==> src/rtl/bus_master_port.sv <==
// Bus master port: turns one parallel read/write command into a serial frame.
// Sequence: arbitrate, shift the address out MSB-first, move the data, then pulse a response.
module bus_master_port #(
   parameter int ADDR_WIDTH = 12,
   parameter int DATA_WIDTH = 8,
   parameter int TIMEOUT    = 16
) (
   input  logic                  clk,
   input  logic                  reset,
   input  logic                  cmd_valid,
   output logic                  cmd_ready,
   input  logic                  cmd_write,
   input  logic [ADDR_WIDTH-1:0] cmd_addr,
   input  logic [DATA_WIDTH-1:0] cmd_wdata,
   output logic                  rsp_valid,
   output logic [DATA_WIDTH-1:0] rsp_rdata,
   output logic                  rsp_error,
   output logic                  bus_req,
   input  logic                  bus_grant,
   output logic                  m_valid,
   output logic                  m_mode,
   output logic                  m_dout,
   input  logic                  m_din,
   input  logic                  s_ready,
   input  logic                  s_valid
);

   localparam int MAX_W = (ADDR_WIDTH > DATA_WIDTH) ? ADDR_WIDTH : DATA_WIDTH;
   localparam int CNT_W = (MAX_W > 1) ? $clog2(MAX_W) : 1;
   localparam int TMO_W = $clog2(TIMEOUT + 1);

   localparam logic [CNT_W-1:0] ADDR_LAST = CNT_W'(ADDR_WIDTH - 1);
   localparam logic [CNT_W-1:0] DATA_LAST = CNT_W'(DATA_WIDTH - 1);
   localparam logic [TMO_W-1:0] TMO_LAST  = TMO_W'(TIMEOUT - 1);

   typedef enum logic [2:0] {
      S_IDLE,
      S_REQ,
      S_ADDR,
      S_WWAIT,
      S_WDATA,
      S_RWAIT,
      S_RDATA,
      S_DONE
   } state_t;

   state_t                state_q, state_d;
   logic                  fail;
   logic                  write_q;
   logic                  err_q;
   logic [ADDR_WIDTH-1:0] addr_sh;
   logic [DATA_WIDTH-1:0] data_sh;
   logic [DATA_WIDTH-1:0] rdata_sh;
   logic [CNT_W-1:0]      bit_cnt;
   logic [TMO_W-1:0]      tmo_cnt;
   logic                  accept;
   logic                  entering;
   logic                  shifting;
   logic                  waiting;

   // NOTE: sequential state uses <= so every register samples pre-edge values.
   always_ff @(posedge clk or negedge reset) begin
      if (!reset) state_q <= S_IDLE;
      else        state_q <= state_d;
   end

   // Grant loss is checked first in every bus-owning state; a simultaneous
   // timeout yields the same error outcome, so only one DONE results.
   always_comb begin
      // NOTE: defaults first so no path leaves a variable unassigned (no latches).
      state_d = state_q;
      fail    = 1'b0;
      case (state_q)
         S_IDLE:  if (cmd_valid) state_d = S_REQ;
         S_REQ:   if (bus_grant) state_d = S_ADDR;
         S_ADDR: begin
            if (!bus_grant) begin
               state_d = S_DONE;
               fail    = 1'b1;
            end else if (bit_cnt == ADDR_LAST) begin
               state_d = write_q ? S_WWAIT : S_RWAIT;
            end
         end
         S_WWAIT: begin
            if (!bus_grant) begin
               state_d = S_DONE;
               fail    = 1'b1;
            end else if (s_ready) begin
               state_d = S_WDATA;
            end else if (tmo_cnt == TMO_LAST) begin
               state_d = S_DONE;
               fail    = 1'b1;
            end
         end
         S_WDATA: begin
            if (!bus_grant) begin
               state_d = S_DONE;
               fail    = 1'b1;
            end else if (bit_cnt == DATA_LAST) begin
               state_d = S_DONE;
            end
         end
         S_RWAIT: begin
            if (!bus_grant) begin
               state_d = S_DONE;
               fail    = 1'b1;
            end else if (s_valid) begin
               state_d = S_RDATA;
            end else if (tmo_cnt == TMO_LAST) begin
               state_d = S_DONE;
               fail    = 1'b1;
            end
         end
         S_RDATA: begin
            if (!bus_grant) begin
               state_d = S_DONE;
               fail    = 1'b1;
            end else if (bit_cnt == DATA_LAST) begin
               state_d = S_DONE;
            end
         end
         S_DONE:  state_d = S_IDLE;
         default: state_d = S_IDLE;
      endcase
   end

   assign accept   = (state_q == S_IDLE) && cmd_valid;
   assign entering = (state_d != state_q);
   assign shifting = (state_q == S_ADDR) || (state_q == S_WDATA) || (state_q == S_RDATA);
   assign waiting  = (state_q == S_WWAIT) || (state_q == S_RWAIT);

   // Counters restart on every state change, which clears the timeout on entry to a wait state.
   always_ff @(posedge clk or negedge reset) begin
      if (!reset) begin
         write_q  <= 1'b0;
         err_q    <= 1'b0;
         addr_sh  <= '0;
         data_sh  <= '0;
         rdata_sh <= '0;
         bit_cnt  <= '0;
         tmo_cnt  <= '0;
      end else begin
         if (accept) begin
            write_q  <= cmd_write;
            addr_sh  <= cmd_addr;
            data_sh  <= cmd_wdata;
            rdata_sh <= '0;
            err_q    <= 1'b0;
         end

         case (state_q)
            S_ADDR:  addr_sh  <= {addr_sh[ADDR_WIDTH-2:0], 1'b0};
            S_WDATA: data_sh  <= {data_sh[DATA_WIDTH-2:0], 1'b0};
            S_RDATA: rdata_sh <= {rdata_sh[DATA_WIDTH-2:0], m_din};
            default: ;
         endcase

         if (entering)      bit_cnt <= '0;
         else if (shifting) bit_cnt <= bit_cnt + CNT_W'(1);

         if (entering)     tmo_cnt <= '0;
         else if (waiting) tmo_cnt <= tmo_cnt + TMO_W'(1);

         if (entering && (state_d == S_DONE)) err_q <= fail;
      end
   end

   always_comb begin
      cmd_ready = (state_q == S_IDLE);
      bus_req   = (state_q != S_IDLE) && (state_q != S_DONE);
      m_valid   = bus_req && (state_q != S_REQ);
      m_mode    = m_valid && write_q;
      m_dout    = 1'b0;
      if (state_q == S_ADDR)  m_dout = addr_sh[ADDR_WIDTH-1];
      if (state_q == S_WDATA) m_dout = data_sh[DATA_WIDTH-1];
      rsp_valid = (state_q == S_DONE);
      rsp_error = rsp_valid && err_q;
      rsp_rdata = (rsp_valid && !err_q && !write_q) ? rdata_sh : '0;
   end

endmodule

==> config.mk <==
export PLATFORM = sky130hd
export DESIGN_NAME = bus_master_port
export DESIGN_NICKNAME = d
export VERILOG_FILES = /design/src/rtl/bus_master_port.sv
export SDC_FILE = /design/constraint.sdc
export NUM_CORES = 1
export LEC_CHECK = 0
export BUFFER_PORTS_ARGS = -buffer_cell sky130_fd_sc_hd__buf_2
export CAP_MARGIN = 20
export CORE_UTILIZATION = 30
export CTS_BUF_LIST = sky130_fd_sc_hd__clkbuf_8 sky130_fd_sc_hd__clkbuf_16
export CTS_CLUSTER_DIAMETER = 100
export CTS_CLUSTER_SIZE = 14
export DETAILED_ROUTE_END_ITERATION = 8
export GPL_ROUTABILITY_DRIVEN = 1
export REMOVE_ABC_BUFFERS = 1
export SLEW_MARGIN = 20
export SYNTH_ARGS = -nofsm -noshare
export SYNTH_HDL_FRONTEND = slang
export SYNTH_SLANG_ARGS = --single-unit
==> constraint.sdc <==
create_clock -name clk -period 2.8 [get_ports clk]
set_clock_uncertainty 0.2 [all_clocks]
set_input_delay 0.56 -clock clk [delete_from_list [all_inputs] [get_ports clk]]
set_output_delay 0.56 -clock clk [all_outputs]
set_load 0.01 [all_outputs]
==> results_dict.tcl <==
set metrics [dict create \
    grt_max_degree 29 \
    syn2layout_area_growth_pct 16.1 \
    regArea_um2 1050 \
    use_met3 0.0311 \
    vias 1889 \
    worstPathRequired_ps 2040 \
    instances_no_fill 394 \
    crit_fanout 9 \
    multi_input_area_um2 1210 \
    cellLeakagePower_nw 1.27 \
    yosysTopAreaCell "dfrtp_1" \
    nets 323 \
    overflow 0 \
    switching_share 0.418 \
    synth.distinct_cells 48 \
    syn_inst 249 \
    placementRows 32 \
    grt.busiest_layer "met2" \
    cts_buffers 5 \
    clkSinkCount 42 \
    finalCritPeriodShare 0.900 \
    fmax_mhz 397 \
    outcome "complete, no violations" \
    wl_per_cell_um 12.3 \
    die_area_um2 8250 \
    setup_violations 0 \
    finalWirelength_um 4850 \
    synth_area_um2 2370 \
    cp-end-kind "primary output" \
    grt_pass1_vias 1823 \
    clk_latency_ps 290 \
    fin_tns_setup_ps 0 \
    antenna_found_initial 0 \
    dp_hpwl_um 3480 \
    path_buf_inv 1 \
    synth_area_leaders "dfrtp_1 44%, mux2i_1 8.0%, nand2_1 7.1%" \
    drive_above_1_share 0.240 \
    fin_crit_ps 2520 \
    grt_setup_unrepaired "false" \
    drcViolationCount 0 \
    cp.arrival_ps 1760 \
    die_h_um 90.8 \
    clockBufferDepth 2 \
    chipWidth_um 90.8 \
    power.density_nw_per_um2 919 \
    p_seq_frac 0.392 \
    gp_congestion 0.813 \
    crit_path_max_incr_delay_ps 510 \
    gr-usage-met2 0.200 \
    io_buffers 42 \
    drv_cap 0 \
    core_area_um2 7690 \
    n_antenna_cell 0 \
    yosysSeqAreaShare 0.444 \
    placed_cells 386 \
    synthArstFlopShare 1.00 \
    path_class "flop to primary output" \
    tightest_slew_ps 447 \
    internal-power_w 0.00147 \
    path_cells "and3_1, nor3b_2, and2_1, buf_2" \
    hold_ws_ps 264 \
    firstDrtPassIters 4 \
    drtIter0Drc 113 \
    cts_tree "yes" \
    avgSynthCellArea_um2 9.51 \
    slowest_stage "dfrtp_1" \
    yosysWarnings 0 \
    p_comb_frac 0.460 \
    slew_viol_final 0 \
    switchingPower_w 0.00106 \
    gr-usage-all-layers 0.123 \
    synth_ff_type "dfrtp_1" \
    critical-path-top-delay-family "simple AND/OR/NAND/NOR gates" \
    hold_path.class "input port to flop" \
    synth-edff-count 0 \
    slew_headroom 0.700 \
    peakVddDrop_mv 0.410 \
    hold_violations 0 \
    fillers 837 \
    clockPowerShare 0.148 \
    cts_max_level 2 \
    path_clk_slew_ps 80 \
    initial_core_util 0.308 \
    ioPinCount 43 \
    via_per_inst 4.79 \
    yosys.area.top_type_share 0.444 \
    post_cts_buffers 0 \
    startpoint_type "flop" \
    use_met1 0.164 \
    synth-seq-cells 42 \
    ant_nets 0 \
    grt_first_pass_wirelength_um 8370 \
    clockRootBuffer "clkbuf_8" \
]
[per-stage QoR]
| step | setup WS, ps | instance area, µm² | power (W) | utilization |
|---|---|---|---|---|
| floorplan | 278 | 2270 | 0.00180 | - |
| global placement | 540 | 2660 | 0.00214 | 0.346 |
| detailed placement | 511 | 2660 | 0.00216 | 0.346 |
| CTS | 254 | 2750 | 0.00255 | 0.358 |
| global route | 119 | 2750 | 0.00274 | 0.358 |
| finish | 281 | 2750 | 0.00253 | 0.358 |
[cell usage after synthesis (all sizes together) (2+ instances only)]
master	count
a21boi	2
a21oi	5
and2	12
and3	5
buf	9
clkbuf	5
dfrtp	42
ha	3
inv	3
mux2	2
mux2i	19
nand2	46
nand2b	4
nand3	11
nand4	10
nor2	16
nor2b	2
nor3	2
nor3b	5
nor4	2
o211ai	2
o21ai	21
xnor2	5
xor2	2
[worst reg2reg max path, stage by stage, from the launching register on]
cell and delay, ps:
dfrtp_1 410, ha_1 210, and3_1 180, ha_1 220
nor4b_1 290, o21ai_0 150, o22ai_2 350, nand4_1 140
nor2_1 120
[sequential cells by signal, indices dropped and copies added, names as in the netlist]
| name | flops |
|---|---|
| bit_cnt | 4 |
| err_q | 1 |
| write_q | 1 |
| data_sh | 8 |
| tmo_cnt | 5 |
| rdata_sh | 8 |
| state_q | 3 |
| addr_sh | 12 |
[metal layers]
metal  vias to the layer above  wire length, µm
met5                         -                0
met4                         0               14
met3                         2              201
met2                        46             2260
met1                       895             2380
li1                        946                -
[layout make-up]
| class | instances | share of cell area |
|---|---|---|
| timing repair buffer | 50 | 0.0992 |
| tap | 102 | 0.0464 |
| clock inverter | 2 | 0.00364 |
| clock buffer | 5 | 0.0250 |
| sequential | 42 | 0.382 |
| inverter | 3 | 0.00410 |
| multi-input combinational | 190 | 0.439 |
[power groups by stage]
stage / Clock (W) / Combinational, W / Sequential, W
final: 0.000374 / 0.00116 / 0.000990
after global routing: 0.000410 / 0.00130 / 0.00102
after CTS: 0.000388 / 0.00117 / 0.000991
after detailed placement: 0 / 0.00117 / 0.000998
after global placement: 0 / 0.00115 / 0.000995
after floorplan: 0 / 0.000789 / 0.00101
[repair_timing]
action / in CTS / in global routing
endpoints found under the hold margin: 14 / 0
gates resized for setup: 0 / 0
hold buffers: 1 / 0
[cells in the final DEF, fill, tap and decap left out, types with 3 or more instances in the layout]
| cell type | netlist | layout |
|---|---|---|
| nor2_1 | 16 | 16 |
| a21oi_1 | 3 | 3 |
| o21ai_0 | 15 | 15 |
| xnor2_1 | 5 | 5 |
| nand2_1 | 45 | 45 |
| buf_4 | 5 | 7 |
| nor3b_1 | 3 | 3 |
| and3_1 | 5 | 5 |
| clkbuf_8 | 0 | 5 |
| and2_1 | 12 | 12 |
| buf_2 | 2 | 42 |
| dfrtp_1 | 42 | 42 |
| mux2i_1 | 19 | 19 |
| nand4_1 | 10 | 10 |
| nand2b_1 | 4 | 4 |
| ha_1 | 3 | 3 |
| inv_1 | 3 | 3 |
| o21ai_1 | 6 | 6 |
| nand3_1 | 11 | 11 |
[cells by family after synthesis]
group,after synthesis,synth area share
AOI/OAI and AO/OA,38,0.107
xor gates and xnor gates,7,0.0259
adders and majority gates,3,0.0159
buffers and inverters,17,0.0460
DFF,42,0.444
muxes,21,0.0899
and+or+nand+nor,121,0.272
[path summary, 6_finish.rpt]
path	startpoint	endpoint	slack, ps	cells after the start
min reg2reg	addr_sh[10]$_DFFE_PN0P_	addr_sh[11]$_DFFE_PN0P_	280	2
min	m_din	rdata_sh[0]$_DFFE_PN0P_	260	3
max	state_q[1]$_DFF_PN0_	rsp_rdata[1]	280	4
min in group asynchronous	reset	rdata_sh[7]$_DFFE_PN0P_	500	2
max reg2reg	tmo_cnt[0]$_DFFE_PN0P_	tmo_cnt[4]$_DFFE_PN0P_	450	8
max in group asynchronous	reset	tmo_cnt[4]$_DFFE_PN0P_	1200	3
Note: power is estimated with default switching activity, not from simulation.
